File: config.mk
export PLATFORM = sky130hd
export DESIGN_NAME = sseg_display_arbiter_flat
export DESIGN_NICKNAME = d
export VERILOG_FILES = /design/src/rtl/sseg_pkg.sv /design/src/rtl/sseg_display_arbiter_if.sv /design/src/rtl/sseg_display_arbiter_hex_to_sseg.sv /design/src/rtl/sseg_display_arbiter.sv /design/src/flat_wrapper.sv
export SDC_FILE = /design/constraint.sdc
export NUM_CORES = 1
export LEC_CHECK = 0
export ABC_AREA = 1
export ABC_CLOCK_PERIOD_IN_PS = 2600
export CAP_MARGIN = 40
export CORE_UTILIZATION = 54
export DETAILED_ROUTE_END_ITERATION = 7
export GPL_ROUTABILITY_DRIVEN = 1
export PLACE_DENSITY = 0.88
export SLEW_MARGIN = 15
export SYNTH_ARGS = -nofsm -noshare
export SYNTH_HDL_FRONTEND = slang
export SYNTH_SLANG_ARGS = --single-unit
File: constraint.sdc
create_clock -name clk_clk -period 2.6 [get_ports clk_clk]
set_input_delay 0.39 -clock clk_clk [delete_from_list [all_inputs] [get_ports clk_clk]]
set_output_delay 0.39 -clock clk_clk [all_outputs]
set_load 0.1 [all_outputs]
File: src/rtl/sseg_pkg.sv
// Shared types and constants for the 7-segment display arbiter:
// switch modes, arbiter states, active-low blank/lamp patterns and hex decode.
package sseg_pkg;

    typedef enum logic [1:0] {
        MODE_AUTO    = 2'b00,
        MODE_FORCE_A = 2'b01,
        MODE_FORCE_B = 2'b10,
        MODE_LAMP    = 2'b11
    } mode_e;

    typedef enum logic [1:0] {
        ST_IDLE  = 2'b00,
        ST_GNT_A = 2'b01,
        ST_GNT_B = 2'b10,
        ST_LAMP  = 2'b11
    } state_e;

    localparam logic [7:0] SEG_BLANK = 8'hFF;
    localparam logic [7:0] SEG_LAMP  = 8'h00;
    localparam logic [7:0] LED_OFF   = 8'h00;
    localparam logic [7:0] LED_LAMP  = 8'hFF;

    // Active-low segment pattern, bit order g..a.
    function automatic logic [6:0] hex_to_seg7(input logic [3:0] nibble);
        logic [6:0] seg;
        case (nibble)
            4'h0:    seg = 7'h40;
            4'h1:    seg = 7'h79;
            4'h2:    seg = 7'h24;
            4'h3:    seg = 7'h30;
            4'h4:    seg = 7'h19;
            4'h5:    seg = 7'h12;
            4'h6:    seg = 7'h02;
            4'h7:    seg = 7'h78;
            4'h8:    seg = 7'h00;
            4'h9:    seg = 7'h10;
            4'hA:    seg = 7'h08;
            4'hB:    seg = 7'h03;
            4'hC:    seg = 7'h46;
            4'hD:    seg = 7'h21;
            4'hE:    seg = 7'h06;
            default: seg = 7'h0E;
        endcase
        return seg;
    endfunction

endpackage

File: src/rtl/sseg_display_arbiter_if.sv
// Requester-side and pin-side signals of the display arbiter, grouped so the
// arbiter and its environment share one bundle.
interface sseg_display_arbiter_if;

    logic        req_a;
    logic        req_b;
    logic [15:0] data_a;
    logic [15:0] data_b;
    logic [3:0]  dp_a;
    logic [3:0]  dp_b;
    logic [7:0]  led_a;
    logic [7:0]  led_b;
    logic        grant_a;
    logic        grant_b;
    logic [7:0]  sseg0;
    logic [7:0]  sseg1;
    logic [7:0]  sseg2;
    logic [7:0]  sseg3;
    logic [7:0]  led_out;

    modport master (
        output req_a, req_b, data_a, data_b, dp_a, dp_b, led_a, led_b,
        input  grant_a, grant_b, sseg0, sseg1, sseg2, sseg3, led_out
    );

    modport slave (
        input  req_a, req_b, data_a, data_b, dp_a, dp_b, led_a, led_b,
        output grant_a, grant_b, sseg0, sseg1, sseg2, sseg3, led_out
    );

endinterface

File: src/rtl/sseg_display_arbiter_hex_to_sseg.sv
// One digit of hex-to-segment decode: nibble plus active-high dp in,
// active-low {dp, g..a} out.
module hex_to_sseg
    import sseg_pkg::*;
(
    input  logic [3:0] nibble,
    input  logic       dp,
    output logic [7:0] seg
);

    assign seg = {~dp, hex_to_seg7(nibble)};

endmodule

File: src/rtl/sseg_display_arbiter.sv
// Arbitrates the four 7-segment digits and eight LEDs between two requesters,
// with debounced mode switches, round-robin plus minimum dwell, and lamp test.
module sseg_display_arbiter
    import sseg_pkg::*;
#(
    parameter int DWELL_CYCLES    = 100_000_000,
    parameter int DEBOUNCE_CYCLES = 500_000
) (
    input  logic                  clk_clk,
    input  logic                  reset_reset_n,
    input  logic [1:0]            switch_in,
    sseg_display_arbiter_if.slave bus
);

    localparam int DW_W = $clog2(DWELL_CYCLES + 1);
    localparam int DB_W = $clog2(DEBOUNCE_CYCLES + 1);
    localparam logic [DW_W-1:0] DWELL_MAX = DW_W'(DWELL_CYCLES);
    localparam logic [DB_W-1:0] DB_LAST   = DB_W'(DEBOUNCE_CYCLES - 1);

    logic [1:0]      sw_meta;
    logic [1:0]      sw_sync;
    logic [1:0]      sw_cand;
    logic [DB_W-1:0] db_cnt;
    mode_e           mode;
    mode_e           mode_prev;
    logic            mode_change;

    state_e          state;
    state_e          state_next;
    logic [DW_W-1:0] dwell;
    logic            dwell_done;
    logic            a_first;
    logic            entry_a;
    logic            entry_b;

    logic [15:0]     sel_data;
    logic [3:0]      sel_dp;
    logic [7:0]      sel_led;
    logic [7:0]      seg_dec [4];
    logic [7:0]      sseg_p2 [4];
    logic [7:0]      led_p2;

    // Stage: switch synchronizer and debouncer. A candidate value must be seen
    // for DEBOUNCE_CYCLES consecutive cycles; any change restarts the count.
    always_ff @(posedge clk_clk or negedge reset_reset_n) begin
        if (!reset_reset_n) begin
            sw_meta   <= 2'b00;
            sw_sync   <= 2'b00;
            sw_cand   <= 2'b00;
            db_cnt    <= '0;
            mode      <= MODE_AUTO;
            mode_prev <= MODE_AUTO;
        end else begin
            sw_meta   <= switch_in;
            sw_sync   <= sw_meta;
            mode_prev <= mode;
            if (sw_sync == mode) begin
                sw_cand <= sw_sync;
                db_cnt  <= '0;
            end else if (sw_sync != sw_cand) begin
                sw_cand <= sw_sync;
                db_cnt  <= DB_W'(1);
            end else if (db_cnt >= DB_LAST) begin
                mode    <= mode_e'(sw_sync);
                db_cnt  <= '0;
            end else begin
                db_cnt  <= db_cnt + DB_W'(1);
            end
        end
    end

    assign mode_change = (mode != mode_prev);
    assign dwell_done  = (dwell >= DWELL_MAX);

    // Stage: arbiter next-state. A freshly changed mode always costs one IDLE cycle.
    always_comb begin
        state_next = state;
        if (mode_change) begin
            state_next = ST_IDLE;
        end else begin
            case (mode)
                MODE_AUTO: begin
                    case (state)
                        ST_GNT_A: begin
                            if (!bus.req_a)
                                state_next = ST_IDLE;
                            else if (bus.req_b && dwell_done)
                                state_next = ST_GNT_B;
                            else
                                state_next = ST_GNT_A;
                        end
                        ST_GNT_B: begin
                            if (!bus.req_b)
                                state_next = ST_IDLE;
                            else if (bus.req_a && dwell_done)
                                state_next = ST_GNT_A;
                            else
                                state_next = ST_GNT_B;
                        end
                        default: begin
                            if (bus.req_a && bus.req_b)
                                state_next = a_first ? ST_GNT_A : ST_GNT_B;
                            else if (bus.req_a)
                                state_next = ST_GNT_A;
                            else if (bus.req_b)
                                state_next = ST_GNT_B;
                            else
                                state_next = ST_IDLE;
                        end
                    endcase
                end
                MODE_FORCE_A: state_next = bus.req_a ? ST_GNT_A : ST_IDLE;
                MODE_FORCE_B: state_next = bus.req_b ? ST_GNT_B : ST_IDLE;
                default:      state_next = ST_LAMP;
            endcase
        end
    end

    assign entry_a = (state_next == ST_GNT_A) && (state != ST_GNT_A);
    assign entry_b = (state_next == ST_GNT_B) && (state != ST_GNT_B);

    // Stage: arbiter registers. Grants are decoded straight from the state register.
    always_ff @(posedge clk_clk or negedge reset_reset_n) begin
        if (!reset_reset_n) begin
            state   <= ST_IDLE;
            dwell   <= '0;
            a_first <= 1'b1;
        end else begin
            state <= state_next;
            if (entry_a || entry_b || (state_next == ST_IDLE) || (state_next == ST_LAMP))
                dwell <= '0;
            else if (!dwell_done)
                dwell <= dwell + DW_W'(1);
            if (entry_a)
                a_first <= 1'b0;
            else if (entry_b)
                a_first <= 1'b1;
        end
    end

    assign bus.grant_a = (state == ST_GNT_A);
    assign bus.grant_b = (state == ST_GNT_B);

    always_comb begin
        sel_data = bus.data_a;
        sel_dp   = bus.dp_a;
        sel_led  = bus.led_a;
        if (state == ST_GNT_B) begin
            sel_data = bus.data_b;
            sel_dp   = bus.dp_b;
            sel_led  = bus.led_b;
        end
    end

    for (genvar i = 0; i < 4; i++) begin : g_digit
        hex_to_sseg u_hex (
            .nibble (sel_data[4*i +: 4]),
            .dp     (sel_dp[i]),
            .seg    (seg_dec[i])
        );
    end

    // Stage: registered pin drive, one cycle behind the grant.
    always_ff @(posedge clk_clk or negedge reset_reset_n) begin
        if (!reset_reset_n) begin
            for (int i = 0; i < 4; i++) sseg_p2[i] <= SEG_BLANK;
            led_p2 <= LED_OFF;
        end else begin
            case (state)
                ST_GNT_A, ST_GNT_B: begin
                    for (int i = 0; i < 4; i++) sseg_p2[i] <= seg_dec[i];
                    led_p2 <= sel_led;
                end
                ST_LAMP: begin
                    for (int i = 0; i < 4; i++) sseg_p2[i] <= SEG_LAMP;
                    led_p2 <= LED_LAMP;
                end
                default: begin
                    for (int i = 0; i < 4; i++) sseg_p2[i] <= SEG_BLANK;
                    led_p2 <= LED_OFF;
                end
            endcase
        end
    end

    assign bus.sseg0   = sseg_p2[0];
    assign bus.sseg1   = sseg_p2[1];
    assign bus.sseg2   = sseg_p2[2];
    assign bus.sseg3   = sseg_p2[3];
    assign bus.led_out = led_p2;

endmodule

File: src/flat_wrapper.sv
// flat-port wrapper written by rule: the top's interface ports become plain ports
module sseg_display_arbiter_flat import sseg_pkg::*;
#(
    parameter int DWELL_CYCLES    = 100_000_000,
    parameter int DEBOUNCE_CYCLES = 500_000
)
  (clk_clk, reset_reset_n, switch_in, bus_req_a, bus_req_b, bus_data_a, bus_data_b, bus_dp_a, bus_dp_b, bus_led_a, bus_led_b, bus_grant_a, bus_grant_b, bus_sseg0, bus_sseg1, bus_sseg2, bus_sseg3, bus_led_out);
  sseg_display_arbiter_if bus_i ();
  input  logic clk_clk;
  input  logic reset_reset_n;
  input  logic [1:0] switch_in;
  input wire logic [$bits(bus_i.req_a)-1:0] bus_req_a;
  input wire logic [$bits(bus_i.req_b)-1:0] bus_req_b;
  input wire logic [$bits(bus_i.data_a)-1:0] bus_data_a;
  input wire logic [$bits(bus_i.data_b)-1:0] bus_data_b;
  input wire logic [$bits(bus_i.dp_a)-1:0] bus_dp_a;
  input wire logic [$bits(bus_i.dp_b)-1:0] bus_dp_b;
  input wire logic [$bits(bus_i.led_a)-1:0] bus_led_a;
  input wire logic [$bits(bus_i.led_b)-1:0] bus_led_b;
  output wire logic [$bits(bus_i.grant_a)-1:0] bus_grant_a;
  output wire logic [$bits(bus_i.grant_b)-1:0] bus_grant_b;
  output wire logic [$bits(bus_i.sseg0)-1:0] bus_sseg0;
  output wire logic [$bits(bus_i.sseg1)-1:0] bus_sseg1;
  output wire logic [$bits(bus_i.sseg2)-1:0] bus_sseg2;
  output wire logic [$bits(bus_i.sseg3)-1:0] bus_sseg3;
  output wire logic [$bits(bus_i.led_out)-1:0] bus_led_out;
  assign bus_i.req_a = bus_req_a;
  assign bus_i.req_b = bus_req_b;
  assign bus_i.data_a = bus_data_a;
  assign bus_i.data_b = bus_data_b;
  assign bus_i.dp_a = bus_dp_a;
  assign bus_i.dp_b = bus_dp_b;
  assign bus_i.led_a = bus_led_a;
  assign bus_i.led_b = bus_led_b;
  assign bus_grant_a = bus_i.grant_a;
  assign bus_grant_b = bus_i.grant_b;
  assign bus_sseg0 = bus_i.sseg0;
  assign bus_sseg1 = bus_i.sseg1;
  assign bus_sseg2 = bus_i.sseg2;
  assign bus_sseg3 = bus_i.sseg3;
  assign bus_led_out = bus_i.led_out;
  sseg_display_arbiter #(.DWELL_CYCLES(DWELL_CYCLES), .DEBOUNCE_CYCLES(DEBOUNCE_CYCLES)) u_core (.clk_clk(clk_clk), .reset_reset_n(reset_reset_n), .switch_in(switch_in), .bus(bus_i));
endmodule
### Yosys cells after proc, flatten, opt, wreduce, memory -nomap -nowiden

Memory sizes are Yosys's and may differ from the RTL's.
Cells that the tools add are included.

* bits in registers: 99
* latch bits: 0
* RAM bits: 0
* bits in read-only memories: 448
* bits of input ports: 62
* output and inout bits: 42
* logic and storage cells: 82
* memories kept: 4

Memory list
* (name not given): words 16, bits a word 7, rd ports 1, clocked after memory_dff 0, write ports 0, line sseg_pkg.sv:27 `case (nibble)`
* (name not given): words 16, bits a word 7, rd ports 1, clocked after memory_dff 0, write ports 0, line sseg_pkg.sv:27
* (name not given): words 16, bits a word 7, rd ports 1, clocked after memory_dff 0, write ports 0, line sseg_pkg.sv:27
* (name not given): words 16, bits a word 7, rd ports 1, clocked after memory_dff 0, write ports 0, line sseg_pkg.sv:27

* add/sub/neg operators: 2
* multipliers: 0
* divide/modulo/power cells: 0
* magnitude comparators: 2
* equality and inequality tests: 14
* shifts and indexed selects: 0
* muxes and demuxes: 26
* bitwise logic cells: 6
* reductions and logical operators: 14

Operator list (count)
* $pmux W32 S2: 1
* $mux W19: 3
* $mux W27: 2
* $add A27 B1 Y27 const B: 1
* $ge A27 B27 Y1 const B: 1
* $mux W2: 11
* $add A19 B1 Y19 const B: 1
* $ge A19 B19 Y1 const B: 1
* $mux W16: 1
* $pmux W8 S2: 1
* $eq A2 B2 Y1 const B: 5
* $mux W8: 1
* $eq A2 B1 Y1 const B: 3
* $not A1 Y1: 6
* $pmux W2 S3: 1
* $logic_and A1 B1 Y1: 5
* $logic_not A2 Y1: 2
* $mux W4: 1
* $ne A2 B2 Y1: 2
* $ne A2 B2 Y1 const B: 2
* $pmux W2 S2: 1
* $reduce_bool A2 Y1: 2
* $logic_or A1 B1 Y1: 3
* $mux W1: 3
* other kinds (4): 4

### Depth between registers and ports, before layout

* depth in word-level cells: 13
* gate-level depth with buffers: 20
* depth with buffers taken out: 18

### By module

From an unflattened synthesis, not the netlist that was laid out.

* cell total of the unflattened synthesis: 813
* area, all modules: 6226.0 µm²

By module, submodules not included
* sseg_display_arbiter: times used 1, cells each 611, area an instance 5113.7 µm², sequential area each 2518.7 µm²
* hex_to_sseg at u_core.g_digit[1].u_hex ...: times used 3, cells each 50, area an instance 277.8 µm², sequential area each 0.0 µm²
* hex_to_sseg at u_core.g_digit[0].u_hex: times used 1, cells each 52, area an instance 279.0 µm², sequential area each 0.0 µm²

### Worst setup path after synthesis

No wires, ideal clock.

* kind: flip-flop to flip-flop
* from: reg u_core.state[0]
* to: reg u_core.sseg_p2, in the netlist u_core.bus.sseg1[3]
* library setup time: 0.087 ns
* data arrival time: 2.864 ns
* data required time: 2.513 ns
* setup slack: -0.351 ns
* stages on the path, launching flop included: 15
* buffers on the path: 1
* period minus slack after synthesis: 2.951 ns
* cell sequence: dfrtp_1 > inv_1 > ha_1 > inv_1 > clkbuf_1 > or2_2 > o21ai_0 > inv_1 > ha_1 > nand2_1 > o21ai_0 > nand2_1 > o311ai_0 > nand2_1 > nand2_1

* word-level cells in the longest chain between the ends: 4
* elaborated cells between the ends (all ways): 7
* those cells by class: eq/ne: 3; mux: 2; reduce/logical: 1; memory: 1

RTL lines
* start: declaration: line sseg_display_arbiter.sv:28 `state_e state;`
* start signal: assignment: line sseg_display_arbiter.sv:129 `state <= state_next;`
* $eq A2 B2 Y1 *
* named net bus_grant_b: line flat_wrapper.sv:21 `output wire logic [$bits(bus_i.grant_b)-1:0] bus_grant_b;`
* $mux W16: line sseg_display_arbiter.sv:148 `if (state == ST_GNT_B) begin`
* $mem_v2 Z16 W7
* $pmux W32 S2 *: line sseg_display_arbiter.sv:169 `case (state)`
* end: declaration: line sseg_display_arbiter.sv:40 `logic [7:0] sseg_p2 [4];`

Mark *: on every way through the listed nets, which the timed path passes. The rest lies on a longest branch.
A chain may end at the register's enable or synchronous reset.

### Worst setup path after layout

* from: reg u_core.state[0]
* to: reg u_core.sseg_p2, in the netlist u_core.bus.sseg1[3]

* word-level cells in the longest chain between the ends: 4
* elaborated cells between the ends (all ways): 7
* those cells by class: eq/ne: 3; mux: 2; reduce/logical: 1; memory: 1

RTL lines (line)
* $eq A2 B2 Y1: sseg_display_arbiter.sv:148, sseg_display_arbiter.sv:169
* $mux W16: sseg_display_arbiter.sv:148
* $mem_v2 Z16 W7
* $pmux W32 S2 *: sseg_display_arbiter.sv:169

Mark *: on every way between the ends. The rest lies on a longest branch, timed or not.

==> run summary <==
The critical path is of the reg -> reg type. In this run the most critical hold path is launched from u_core.sw_meta[1]$_DFF_PN0_. In this run the critical register-to-register path is launched from u_core.state[0]$_DFF_PN0_. The power density over cell area came out at 1360 nW/um^2. The average cell area after synthesis came out at 8.06 um^2.

The area growth from synthesis to layout is 22.8%. The largest voltage drop on the vdd net came out at 1.43 mV. The final antenna-violating net count came out at 0. The switching power as a share of total power came out at 57.1%. Setup repair after global routing left no endpoint under its margin. The clock tree from TritonCTS is done.

The final critical-path share of the clock period came out at 94.5%. The internal power came out at 4.32 mW. Summed over all failing endpoints, the final setup total negative slack is 0 ps.

The worst endpoint data arrival time is 2770 ps. The pin count of the biggest net entering global routing is 76. The number of DRC markers in iteration 0 came out at 323. After filler insertion, the fill cell instance count of the layout stands at 847.

The transition time at the pin with the least slew margin is 687 ps. The required time of the critical path came out at 2920 ps. The number of pins with negative max-slew slack in the final report was 0. The clock buffer count from CTS came out at 9. The number of sinks driven by the clock tree is 99. The total via count in the routed design is 5307. Dividing the detail-routed wire length by the instance count gives 13.7 um. The number of warnings printed during yosys synthesis came out at 0.

STA classifies the critical path startpoint as a flop. The share of the synthesized area in the top cell type is 27.5%. Sorting the synthesized cells by area gives the leading types as dfrtp_1, dfstp_2, nand2_1. The path class of the tightest hold or removal check is reg -> reg. Headroom to the max-slew limit came out at 53.9%. The number of register bits inferred by synthesis is 99.

Clock tree synthesis selected as its root buffer the cell clkbuf_8. The critical path goes through inv_1 > ha_4 > clkinvlp_4 > or2_2 > o21ai_0 > buf_4 > ha_1 > inv_1 > o21ai_0 > nand2_1 > o311ai_0 > nand2_1 > nand2_1. The highest achievable clock rate came out at 0.407 GHz. The overall power after layout came out at 10.1 mW. The number of H-tree branching levels came out at 3. The number of nets in the final layout came out at 951. Synthesis produced a netlist with a net count of 839. The maximum number of buffers from clock root to sink is 2. Counting stages on the worst path, the most repeated cell is nand2_1.

In this run the worst setup path terminates at u_core.bus.sseg1[3]$_DFF_PN1_. The pre-CTS setup slack is 76.2 ps. The congestion estimate from routability-driven global placement came to 0.924.

The die boundary height came out at 108 um. The setup slack of the most critical reg-to-reg path came out at 140 ps. The number of rows created at floorplan is 38. The final HPWL from detailed placement came out at 9930 um. The part of the power in registers is 22.5%. The final critical path time including I/O delays and setup came out at 2460 ps. The flow ran to the end, and the final reports show no timing, DRC or antenna violations.

The final hold violation count came to 0. The top-level port count came out at 104. In this run the worst path has a maximum fanout of 5. The die covers 11600 um^2. The endpoint identified for the worst register-to-register timing path is u_core.bus.sseg1[3]$_DFF_PN1_. The repair_antennas step left the layout with diodes totalling 0.

At the end of the flow the core is filled with cells to 68.1%. Summing all multi-input logic gate instances after layout gives 3070 um^2. The standard cell with the maximum stage delay on the critical path is dfrtp_1. The largest incremental delay on the critical path came out at 420 ps. Setup violations remaining at the end of the flow were counted as 0. Max-cap violations in this run came to 0. The remaining routing DRC violations is 0.

The global-route wire length before repair came out at 22600 um. Across all hold checks on the routed design, the worst slack comes to 380 ps. The library cells used most frequently in the layout, excluding fill and tap cells, are nand2_1, nor2_1, inv_1. Before antenna repair, the detailed router went through 5 iterations. The worst-skew pair later-pin latency came out at 370 ps.

The sequential standard cell area is 2520 um^2. The critical path starts at u_core.state[0]$_DFF_PN0_. The share of cells above drive strength 1 is 20.4%. In this run the horizontal extent of the chip is 108 um. Synthesis handed over a netlist of 746 instances. Of the synthesized area, sequential elements account for 41.9%. The total wire length after detailed routing came out at 13700 um. The clock power share came out at 9.6%. The dominant delay contributor by cell family on the critical path is buffers and inverters. The total global-route track usage is 24.8%. The leading area contributor after synthesis is dfrtp_1.

The worst-case setup margin in the final layout is 143 ps. In this run the number of cells on the critical path is 13. The type of element capturing the critical path is a flop. The worst reg2reg path depth is 13. The synthesized netlist occupies a cell area of 6010 um^2.

The leakage power is 3.26 nW. The register clock-pin slew on the reported worst setup and hold paths is 90 ps. The combined buffer and inverter count along the critical path is 4. The library cell used most frequently in the layout, excluding fill and tap cells, is nand2_1. Per report_power, the combinational group accounts for 67.9% of the total. The number of antenna violations at the first check in global routing is 0. The setup skew after layout came out at 8.29 ps. The placeable core region is 10800 um^2. The number of global-route vias before repair came out at 4992. Once the floorplan was initialized, standard cells occupied 55.5% of the core.

The switching power of the nets came out at 5.75 mW. Yosys mapped the design onto 41 distinct sky130hd cell types. The via density per instance came out at 5.29. The leftover overflow at the end of global routing came out at 0.

The number of I/O port buffers came out at 103.
[cells by family (layout without fill, tap and decap cells)]
group	count (synthesis)	count (layout)	share of synthesized area, %
buffers and inverters	105	222	7.41
DFF	99	99	41.9
xor gates and xnor gates	31	31	4.52
and+or+nand+nor	359	359	29.0
AOI/OAI and AO/OA	121	121	10.8
adders and majority gates	31	31	6.45
[worst reg2reg max path, cell delays in order, from the launching register on]
cell	delay (ps)
dfrtp_1	420
inv_1	130
ha_4	220
clkinvlp_4	160
or2_2	290
o21ai_0	170
buf_4	210
ha_1	150
inv_1	60
o21ai_0	230
nand2_1	80
o311ai_0	110
nand2_1	100
nand2_1	70
[layout make-up]
cell class	instances	area share, %
Timing Repair Buffer	123	15.1
Timing Repair inverter	2	0.169
Sequential cell	99	34.1
Multi-Input combinational cell	542	41.5
Clock inverter	5	0.729
Clock buffer	11	1.78
Inverter	81	4.20
Tap cell	140	2.37
[worst min path at each step]
| stage | end | depth (start not counted) | slack [ps] |
|---|---|---|---|
| after floorplan | u_core.bus.led_out[0]$_DFF_PN0_ | 0 | 90 |
| after global placement | u_core.db_cnt[3]$_DFF_PN0_ | 1 | 310 |
| after detailed placement | u_core.db_cnt[3]$_DFF_PN0_ | 1 | 310 |
| after CTS | u_core.sw_sync[1]$_DFF_PN0_ | 0 | 390 |
| after global routing | u_core.sw_sync[1]$_DFF_PN0_ | 0 | 390 |
| final | u_core.sw_sync[1]$_DFF_PN0_ | 0 | 380 |
[through the flow]
step | cell area [um^2] | instances
floorplan | 6030 | 746
global placement | 7140 | 981
detailed placement | 7140 | 981
CTS | 7340 | 998
global route | 7380 | 1003
finish | 7380 | 1003
[synthesized netlist by cell type (all sizes together)]
library cell and count:
nand2 144, nor2 113, inv 77, o21ai 68, dfrtp 66, a21oi 37
nand3 36, dfstp 33, ha 31, nor3 27, xor2 22, or2 19
clkbuf 18, nand4 9, xnor2 9, buf 6, nor4 5, clkinv 4
a31oi 3, nor3b 3, o211ai 3, a211oi 2, a32o 2, and3 2
o21a 2, a21boi 1, a21o 1, o311ai 1, o31ai 1, or4 1
[flip-flops by register name, indices dropped and copies added, names as in the netlist]
register,cells
u_core.state,2
u_core.sw_meta,2
u_core.mode,2
u_core.bus.sseg1,8
u_core.bus.led_out,8
u_core.dwell,27
u_core.bus.sseg3,8
u_core.a_first,1
u_core.bus.sseg2,8
u_core.sw_cand,2
u_core.sw_sync,2
u_core.mode_prev,2
u_core.bus.sseg0,8
u_core.db_cnt,19
[power by group through the flow]
| stage | clock network [mW] | logic (mW) | registers [mW] |
|---|---|---|---|
| final | 0.963 | 6.84 | 2.27 |
| after global routing | 1.04 | 7.30 | 2.30 |
| after CTS | 0.975 | 6.67 | 2.27 |
| after detailed placement | 0 | 6.65 | 2.28 |
| after global placement | 0 | 6.55 | 2.28 |
| after floorplan | 0 | 3.03 | 4.57 |
[per-layer routing]
layer,track usage (%),vias up,wire length (um)
li1,-,2620,-
met1,32.9,2501,6070
met2,40.9,169,6720
met3,4.36,17,771
met4,8.32,0,184
met5,0,-,0
[repair_timing]
action	CTS	global route
buffers inserted	0	3
endpoints found under the hold margin	13	0
gates resized for setup	0	9
hold buffers	1	0
setup endpoints to repair	0	36
Note: power is estimated with default switching activity, not from simulation.
